`src/rtl/sound_level_meter.sv`:
```
// Peak-hold/decay level meter with thermometer LED bar and a hysteresis
// loud-event detector, fed by the saturated 0..64 PDM amplitude.
module sound_level_meter #(
    parameter int HOLD_CYCLES     = 65536,
    parameter int DECAY_DIV       = 4096,
    parameter int THR_ON          = 24,
    parameter int THR_OFF         = 12,
    parameter int COOLDOWN_CYCLES = 262144,
    parameter int LEDS            = 16
) (
    input  logic            M_CLK,
    input  logic            rst_i,
    input  logic [7:0]      amp_off_i,
    output logic [6:0]      peak_o,
    output logic [LEDS-1:0] bar_o,
    output logic            loud_o,
    output logic            event_o
);
    localparam int HW   = (HOLD_CYCLES > 1) ? $clog2(HOLD_CYCLES) : 1;
    localparam int DW   = (DECAY_DIV > 1) ? $clog2(DECAY_DIV) : 1;
    localparam int CW   = (COOLDOWN_CYCLES > 1) ? $clog2(COOLDOWN_CYCLES) : 1;
    localparam int STEP = 64 / LEDS;

    localparam logic [1:0] QUIET = 2'd0;
    localparam logic [1:0] LOUD  = 2'd1;
    localparam logic [1:0] COOL  = 2'd2;

    if (THR_OFF >= THR_ON) begin : g_bad_thr
        $error("sound_level_meter: THR_OFF must be below THR_ON");
    end
    if (LEDS < 1 || LEDS > 64 || (LEDS & (LEDS - 1)) != 0) begin : g_bad_leds
        $error("sound_level_meter: LEDS must be a power of two in 1..64");
    end

    logic [6:0]    amp_q, amp_d;
    logic [6:0]    peak_q, peak_d;
    logic [HW-1:0] hold_q, hold_d;
    logic [DW-1:0] decay_q, decay_d;
    logic [CW-1:0] cool_q, cool_d;
    logic [1:0]    state_q, state_d;
    logic          event_q, event_d;

    // Peak tracker: a new or equal level re-arms hold, then linear decay.
    always_comb begin
        amp_d   = (amp_off_i > 8'd64) ? 7'd64 : amp_off_i[6:0];
        peak_d  = peak_q;
        hold_d  = hold_q;
        decay_d = decay_q;
        if (amp_q >= peak_q) begin
            peak_d  = amp_q;
            hold_d  = HW'(HOLD_CYCLES - 1);
            decay_d = '0;
        end else if (hold_q != '0) begin
            hold_d = hold_q - HW'(1);
        end else if (decay_q == DW'(DECAY_DIV - 1)) begin
            decay_d = '0;
            if (peak_q != 7'd0) peak_d = peak_q - 7'd1;
        end else begin
            decay_d = decay_q + DW'(1);
        end
    end

    // Re-trigger during cooldown returns to LOUD silently, ahead of expiry.
    always_comb begin
        state_d = state_q;
        cool_d  = cool_q;
        event_d = 1'b0;
        case (state_q)
            QUIET: if (amp_q >= 7'(THR_ON)) begin
                state_d = LOUD;
                event_d = 1'b1;
            end
            LOUD: if (amp_q < 7'(THR_OFF)) begin
                state_d = COOL;
                cool_d  = CW'(COOLDOWN_CYCLES - 1);
            end
            COOL: begin
                if (amp_q >= 7'(THR_ON)) state_d = LOUD;
                else if (cool_q == '0)   state_d = QUIET;
                else                     cool_d  = cool_q - CW'(1);
            end
            default: state_d = QUIET;
        endcase
    end

    always_ff @(posedge M_CLK) begin
        if (rst_i) begin
            amp_q   <= '0;
            peak_q  <= '0;
            hold_q  <= '0;
            decay_q <= '0;
            cool_q  <= '0;
            state_q <= QUIET;
            event_q <= 1'b0;
        end else begin
            amp_q   <= amp_d;
            peak_q  <= peak_d;
            hold_q  <= hold_d;
            decay_q <= decay_d;
            cool_q  <= cool_d;
            state_q <= state_d;
            event_q <= event_d;
        end
    end

    for (genvar k = 0; k < LEDS; k++) begin : g_bar
        assign bar_o[k] = (peak_q >= 7'((k + 1) * STEP));
    end

    assign peak_o  = peak_q;
    assign loud_o  = (state_q == LOUD);
    assign event_o = event_q;
endmodule

```
`config.mk`:
```
export PLATFORM = sky130hd
export DESIGN_NAME = sound_level_meter
export DESIGN_NICKNAME = d
export VERILOG_FILES = /design/src/rtl/sound_level_meter.sv
export SDC_FILE = /design/constraint.sdc
export NUM_CORES = 1
export LEC_CHECK = 0
export ABC_AREA = 1
export CAP_MARGIN = 20
export CELL_PAD_IN_SITES_DETAIL_PLACEMENT = 1
export CELL_PAD_IN_SITES_GLOBAL_PLACEMENT = 2
export CORE_MARGIN = 2
export CORE_UTILIZATION = 29
export CTS_BUF_LIST = sky130_fd_sc_hd__clkbuf_16
export CTS_CLUSTER_SIZE = 12
export DETAILED_ROUTE_END_ITERATION = 6
export GPL_TIMING_DRIVEN = 0
export PLACE_DENSITY_LB_ADDON = 0.12
export SETUP_SLACK_MARGIN = 0.5
export SLEW_MARGIN = 20
export SYNTH_ARGS = -nofsm -noshare
export SYNTH_HDL_FRONTEND = slang
export SYNTH_SLANG_ARGS = --single-unit
```
`constraint.sdc`:
```
create_clock -name M_CLK -period 2 [get_ports M_CLK]
set_input_delay 0.4 -clock M_CLK [delete_from_list [all_inputs] [get_ports M_CLK]]
set_output_delay 0.4 -clock M_CLK [all_outputs]
set_load 0.05 [all_outputs]
```
; ---- Word-level counts from Yosys, hierarchy flattened
; Cells that the tools add are included.
[word_totals]
reg_bits = 63
output_inout_bits = 25
[op_classes]
n_addsub = 4
magnitude_cmp = 20
n_eq_ne = 9
muxes = 18
bitwise = 1
n_reduce_logical = 14
[ops]
columns = operator, count
row1 = ">= comparator 7 x 6 -> 1 bit, second input constant", 8
row2 = two-way mux 18 bit, 3
row3 = case mux 18 bit (2 select lines), 1
row4 = ">= comparator 7 x 5 -> 1 bit, second input constant", 5
row5 = two-way mux 7 bit, 5
row6 = two-way mux 16 bit, 2
row7 = logical NOT 18 bit, 1
row8 = "subtractor 18 x 1 -> 18 bit, second input constant", 1
row9 = nonzero test 16 bit, 1
row10 = "subtractor 16 x 1 -> 16 bit, second input constant", 1
row11 = ">= comparator 7 x 4 -> 1 bit, second input constant", 2
row12 = "adder 12 x 1 -> 12 bit, second input constant", 1
row13 = "== test 12 bit, second input constant", 1
row14 = two-way mux 12 bit, 1
row15 = "> comparator 8 x 7 -> 1 bit, second input constant", 1
row16 = two-way mux 2 bit, 4
row17 = "inequality test 2 bit, second input constant", 4
row18 = nonzero test 2 bit, 4
row19 = ">= comparator 7 x 3 -> 1 bit, second input constant", 1
row20 = >= comparator 7 bit, 1
row21 = ">= comparator 7 bit, second input constant", 1
row22 = "< comparator 7 x 4 -> 1 bit, second input constant", 1
row23 = nonzero test 7 bit, 1
row24 = "subtractor 7 x 1 -> 7 bit, second input constant", 1
row25 = 11 further kinds, 14

; ---- Logic depth before layout (Yosys ltp)
; Gate-level depths: netlist of the first run.
[logic_depth]
ltp_word = 5
depth_mapped = 14
mapped_depth_nobuf = 13

; ---- Worst setup path after synthesis of the first run
; No wires, ideal clock.
[synth_timing]
path_kind = flip-flop to output port
start = register peak_q[5], in the netlist peak_o[5]
end = output port bar_o[10]
arrival_time_ns = 3.207
setup_slack_ns = -1.607
stages_incl_launch_ff = 5
n_path_buf = 0
cell_sequence = dfxtp_1 clkinv_1 o21ai_0 inv_1 a31oi_1
[synth_via]
elab_chain_len = 1
[synth_lines]
columns = element, line
row1 = from (decl), 36  ; logic [6:0] peak_q, peak_d;
row2 = from (signal assigned), 97  ; peak_q <= peak_d;
row3 = >= comparator 7 x 6 -> 1 bit, 107  ; assign bar_o[k] = (peak_q >= 7'((k + 1) * STEP));
row4 = to (decl), 15  ; output logic [LEDS-1:0] bar_o,
; Every way passes these cells.

; ---- Worst setup path in the final report of the first run
[layout_timing]
start = register peak_q[2], in the netlist peak_o[2]
end = register peak_q[6], in the netlist peak_o[6]
[layout_via]
elab_chain_len = 5
word_cells_on_any_way = 11
cone_classes = add/sub (1) / order compare (1) / eq/ne (1) / mux (4) / reduce/logical (4)
[layout_lines]
columns = element, line
row1 = subtractor 7 x 1 -> 7 bit, 57  ; if (peak_q != 7'd0) peak_d = peak_q - 7'd1;
row2 = two-way mux 7 bit, 57
row3 = two-way mux 7 bit, 55  ; end else if (decay_q == DW'(DECAY_DIV - 1)) begin
row4 = two-way mux 7 bit, 53  ; end else if (hold_q != '0) begin
row5 = two-way mux 7 bit, 49  ; if (amp_q >= peak_q) begin
; Several ways; a longest one is shown, not always the timed one. The select of a mux whose other input is x is not followed.
; A chain may end at the register's enable or synchronous reset.

==> flow_summary.ini, run 1 <==
[yosys]
ys_ff_latch = 63
synth_top_area_share_pct = 31.4
synth_common_cells = nand2_1, nor2_1, dfxtp_1
yosysMostFrequentCell = nand2_1
synth_edf_count = 0
ys_seq_area_share_pct = 31.4
synthCells = 596
synth_area_um2 = 4020
synth_warnings = 0
synth_top_cell_by_area = dfxtp_1
async_flop_share_pct = 0
synth.avg_cell_area_um2 = 6.75
synthDistinctLibCells = 41
synth.area.top_cells = dfxtp_1, nand2_1, nor2_1
syn_nets = 619
ys.flop_type = dfxtp_1

[status]
violations = negative setup slack
outcome = complete, but fails checks

[timing]
hold_viol_final = 0
finalWorstSetupSlack_ns = -0.0425
period_needed_ns = 2.04
timing.fmax_mhz = 490
relSlewSlack_pct = 49.0
setup_tns_ns = -0.0425
final-max-slew-violation-count = 0
setup_violations = 1
worst_pin_slew_ns = 0.765
min_period_over_period_pct = 102
skew_ns = 0.00890
rsz0062_at_grt = true

[global_route]
grt_pass1_vias = 4295
grt_pass1_wl_mm = 21.9
track_usage_pct = 18.9
grt_max_degree = 11
grt-ovfl-total = 0
grt_antenna_before_repair = 0

[drt]
ant_nets = 0
wl_per_cell_um = 16.3
first_pass_iters = 4
wl_mm = 14.7
drc = 0
vias = 4393
viasPerCell = 4.86
drt_iter0_drc = 158

[floorplan]
die_h_um = 122
die_area_um2 = 14800
rows = 43
die_w_um = 122
ios = 35
start_util_pct = 29.3
coreArea_um2 = 13700

[power_and_ir_drop]
leakage_nw = 2.69
power_density_nw_per_um2 = 1650
ir_worst_vdd_uv = 985
total_power_mw = 10.5

[worst_setup_path]
endpoint = peak_o[6]
startpoint_type = register
r2r_slack_ns = -0.04
reg2regPathDepth = 11
cp.arrival_ns = 2.29
critical_path_class = register to register
worstSetupStartpoint = peak_o[2]
r2r_end = peak_o[6]
timing.critical_path.to_type = register
crit-reg2reg-launch = peak_o[2]
critical_path.max_fanout = 7
required_ns = 2.25

[layout]
area_growth_pct = 58.3
antennaDiodeCount = 0
drive_gt1_share_pct = 42.0
finalInstanceArea_um2 = 6370
nets = 741

[clocking]
cts.clk_slew.worst_paths_ns = 0.05
holdBufCountCts = 0
h-tree-depth = 3
cts_tree = yes
ctsRootBufferMaster = clkbuf_16
clk_latency_ns = 0.34
cts.sink_count = 63
cts_buffers = 9
cts_buffer_depth = 2

[place]
dp_hpwl_mm = 9.11
postPlaceCellArea_um2 = 4780
place_congestion = 0.758
port_buffers = 33

[hold_path]
holdCritPathClass = register to register

[job]
drv_cap = 0
cell usage in the layout (no fill, tap or decap), drive strengths merged, types with 2 or more instances in the layout:
master / synthesis / final
clkdlybuf4s50: 0 / 8
clkinv: 2 / 6
nor3: 17 / 17
nor2: 93 / 93
a31oi: 4 / 4
nand3: 50 / 50
inv: 60 / 60
clkinvlp: 0 / 2
xor2: 15 / 15
clkbuf: 6 / 18
or2: 4 / 4
a21oi: 38 / 38
nand2: 164 / 164
dfxtp: 63 / 63
ha: 13 / 13
o21ai: 28 / 28
nand3b: 9 / 9
nand4: 15 / 15
buf: 9 / 107
worst min-delay path by stage:
stage / startpoint / endpoint / slack (ns) / depth (start not counted)
final: state_q[1] / event_o / 0.48 / 1
after global routing: state_q[1] / event_o / 0.48 / 1
after CTS: state_q[1] / event_o / 0.47 / 1
after detailed placement: state_q[1] / event_o / 0.49 / 1
after global placement: state_q[1] / event_o / 0.48 / 1
after floorplan: state_q[1] / event_o / 0.45 / 1
timing repair:
action / CTS / global route
cloned: 3 / 0
buffers inserted: 47 / 28
endpoints found under the hold margin: 0 / 0
resized for setup: 236 / 112
pin swaps: 32 / 46
endpoints found under the setup margin: 79 / 74
through the flow:
step	hold WS [ns]	std cells	worst slack, ns	util [%]
3_5_place_dp	0.486	809	-0.273	34.8
4_1_cts	0.470	875	0.155	42.3
6_report	0.477	903	-0.0425	46.4
3_3_place_gp	0.482	809	-0.271	34.8
5_1_grt	0.481	903	-0.124	46.4
2_1_floorplan	0.455	596	0.142	-
kinds of logic (layout without fill, tap and decap cells):
family                     count (synthesis)  count (layout)  share of synthesized area (%)
and+or+nand+nor                          353             353                           42.6
xor gates and xnor gates                  16              16                           3.48
AOI/OAI and AO/OA                         74              74                           10.4
adders and majority gates                 13              13                           4.04
DFF                                       63              63                           31.4
buffers and inverters                     77             204                           8.18
state kept, by name, indices dropped and copies added, names as in the netlist:
register	cells
state_q	2
decay_q	12
peak_o	7
hold_q	16
cool_q	18
amp_q	7
event_o	1
cell type report:
class                      instances  area [um2]
fill                            1672        7350
multi-input combinational        456        3020
sequential                        63        1320
timing repair buffer             110        1060
inverter                          62         285
clock buffer                      11         275
tap                              180         225
buffer                            15         145
clock inverter                     5        20.0
timing repair inverter             1        16.3
layer usage:
metal	global-route usage (%)	routed length, um	up-vias
met5	0	0	-
met4	6.18	217	0
met3	3.84	414	16
met2	30.6	7310	51
met1	25.1	6770	2145
li1	-	-	2181
power breakdown:
group	total (mW)	switching [mW]	internal, mW
combinational	7.05	4.15	2.90
clock	1.55	0.583	0.970
sequential	1.91	0.348	1.56
worst max-delay path, cell delays in order (launching register included):
cell and delay [ns]:
dfxtp_4 0.35, buf_12 0.15, inv_8 0.08, ha_4 0.21, a21oi_2 0.18, nand2_2 0.11
buf_4 0.16, a21oi_4 0.24, nand3_1 0.15, nand2_1 0.11, nand2_1 0.09, a21oi_2 0.12
(Power assumes the default switching activity.)
==> run 2: changes to the inputs <==
CORE_ASPECT_RATIO = 1.75   (was default)
CORE_MARGIN = 1   (was 2)
SLEW_MARGIN = 30   (was 20)
==> flow_summary.ini, run 2 (synthesis results as in run 1) <==
[status]
outcome = complete, no violations

[timing]
min_period_over_period_pct = 96.7
worst_pin_slew_ns = 0.812
setup_violations = 0
timing.fmax_mhz = 517
period_needed_ns = 1.93
hold_viol_final = 0
skew_ns = 0.00842
rsz0062_at_grt = true
final-max-slew-violation-count = 0
relSlewSlack_pct = 45.9

[global_route]
track_usage_pct = 19.3
grt_max_degree = 12
grt_pass1_vias = 4434
grt_antenna_before_repair = 0
grt-ovfl-total = 0
grt_pass1_wl_mm = 21.7

[place]
port_buffers = 33
place_congestion = 0.787
dp_hpwl_mm = 10.1
postPlaceCellArea_um2 = 4770

[drt]
wl_mm = 14.0
wl_per_cell_um = 16.0
vias = 4315
ant_nets = 0
drt_iter0_drc = 106
viasPerCell = 4.93
drc = 0
first_pass_iters = 4

[worst_setup_path]
required_ns = 2.18
reg2regPathDepth = 13
critPathSlowestCell = dfxtp_4
r2r_slack_ns = 0.07
timing.critical_path.to_type = register
critical_path.max_fanout = 5
cp.arrival_ns = 2.11
cp_cell_sequence = buf_8 -> clkinvlp_4 -> ha_4 -> nand2_2 -> nand2_1 -> nand2_1 -> nand2_2 -> inv_2 -> nand3_4 -> buf_12 -> buf_8 -> nor3_4 -> nor2_1
startpoint_type = register
critical_path_class = register to register
r2r_end = hold_q[6]
cpPeakStageDelay_ns = 0.35
crit-reg2reg-launch = peak_o[4]

[power_and_ir_drop]
power_frac_comb_pct = 67.0
intPower_mw = 5.48
netSwitchingFraction_pct = 47.6
power_density_nw_per_um2 = 1670
power_frac_clock_pct = 14.9
leakage_nw = 2.58
pwr-share-seq_pct = 18.1
ir_worst_vdd_uv = 1010
p_switching_mw = 4.98

[floorplan]
ios = 35
die_area_um2 = 14400
die_h_um = 158
start_util_pct = 29.9
rows = 56
coreArea_um2 = 13500
die_w_um = 91.0

[layout]
regMostFlops = cool_q
final_core_util_pct = 46.6
drive_gt1_share_pct = 42.4
finalInstanceArea_um2 = 6270
layout_common_cells = nand2_1, nor2_1, inv_1
largest_registers = cool_q (18), hold_q (16), decay_q (12)
antennaDiodeCount = 0
largest_reg_flops = 18
final_common_cell = nand2_1
nets = 719
area_growth_pct = 56.0

[hold_path]
holdPathEnd = event_o
holdCritPathClass = register to register
hold_depth = 1
worstHoldStart = state_q[1]

[clocking]
h-tree-depth = 3
cts_buffers = 9
cts_buffer_depth = 2
cts.sink_count = 63
cts_tree = yes
ctsRootBufferMaster = clkbuf_16
clk_latency_ns = 0.33
cts.clk_slew.worst_paths_ns = 0.06

[job]
drv_cap = 0
[run 2: cell count changes in the layout (fill, tap and decap cells not counted), moves of 4 or more]
cell and delta:
dfxtp_4 -4, o21ai_1 -6, o21ai_2 +4, a21oi_1 -10
a21oi_2 +9, buf_4 -21, nand3_1 +7, nand3_2 -5
clkdlybuf4s15_2 +6, buf_6 -6, dfxtp_2 +4
[run 2: worst max-delay path, delay by kind of cell (launching register included)]
family | cells | cell delay (ns)
adder cells (fa/ha/maj) | 1 | 0.24
buffers and inverters | 5 | 0.62
AND/OR/NAND/NOR | 7 | 0.58
flip-flops | 1 | 0.35
[run 2: power by group through the flow]
stage	sequential [mW]	combinational, mW	clock (mW)
5_1_grt	1.94	7.52	1.65
2_1_floorplan	2.02	3.30	0
4_1_cts	1.89	5.98	1.60
3_5_place_dp	1.89	4.79	0
3_3_place_gp	1.89	4.68	0
6_report	1.89	7.01	1.55
[run 2: how the worst max path moves through the flow]
stage | start | cells after the start | slack, ns | endpoint
2_1_floorplan | peak_o[4] | 5 | 0.14 | bar_o[10]
3_3_place_gp | peak_o[3] | 4 | -0.29 | bar_o[12]
3_5_place_dp | peak_o[3] | 4 | -0.30 | bar_o[12]
4_1_cts | peak_o[4] | 14 | 0.01 | peak_o[1]
5_1_grt | peak_o[2] | 11 | -0.06 | hold_q[6]
6_report | peak_o[4] | 13 | 0.07 | hold_q[6]
[run 2: layout make-up]
class | instances | area (um2)
timing repair buffer | 88 | 912
buffer | 15 | 148
clock inverter | 5 | 21.3
clock buffer | 11 | 275
tap | 174 | 218
fill | 1653 | 7180
multi-input combinational | 457 | 3110
sequential | 63 | 1310
inverter | 62 | 283
[run 2: through the flow]
step	setup slack (ns)	instances	hold WS, ns	power, mW	setup TNS, ns
after global placement	-0.286	803	0.479	6.57	-1.53
after floorplan	0.142	596	0.455	5.33	0
after CTS	0.0112	855	0.493	9.46	0
final	0.0661	875	0.489	10.5	0
after detailed placement	-0.298	803	0.494	6.67	-4.96
after global routing	-0.0570	875	0.504	11.1	-0.220
[run 2: timing repair]
item / 4_1_cts / 5_1_grt
hold endpoints to repair: 0 / 0
gates cloned: 3 / 1
pin swaps: 22 / 41
endpoints found under the setup margin: 81 / 75
hold buffers: 0 / 0
setup buffers: 33 / 19
gates resized for setup: 205 / 129
[run 2: per-layer routing]
layer  track usage [%]  wire length (um)  up-vias
met5                 0                 0        -
met4              6.12               269        0
met3              2.40               149       18
met2              40.7              8400       30
met1              18.8              5230     2129
li1                  -                 -     2138
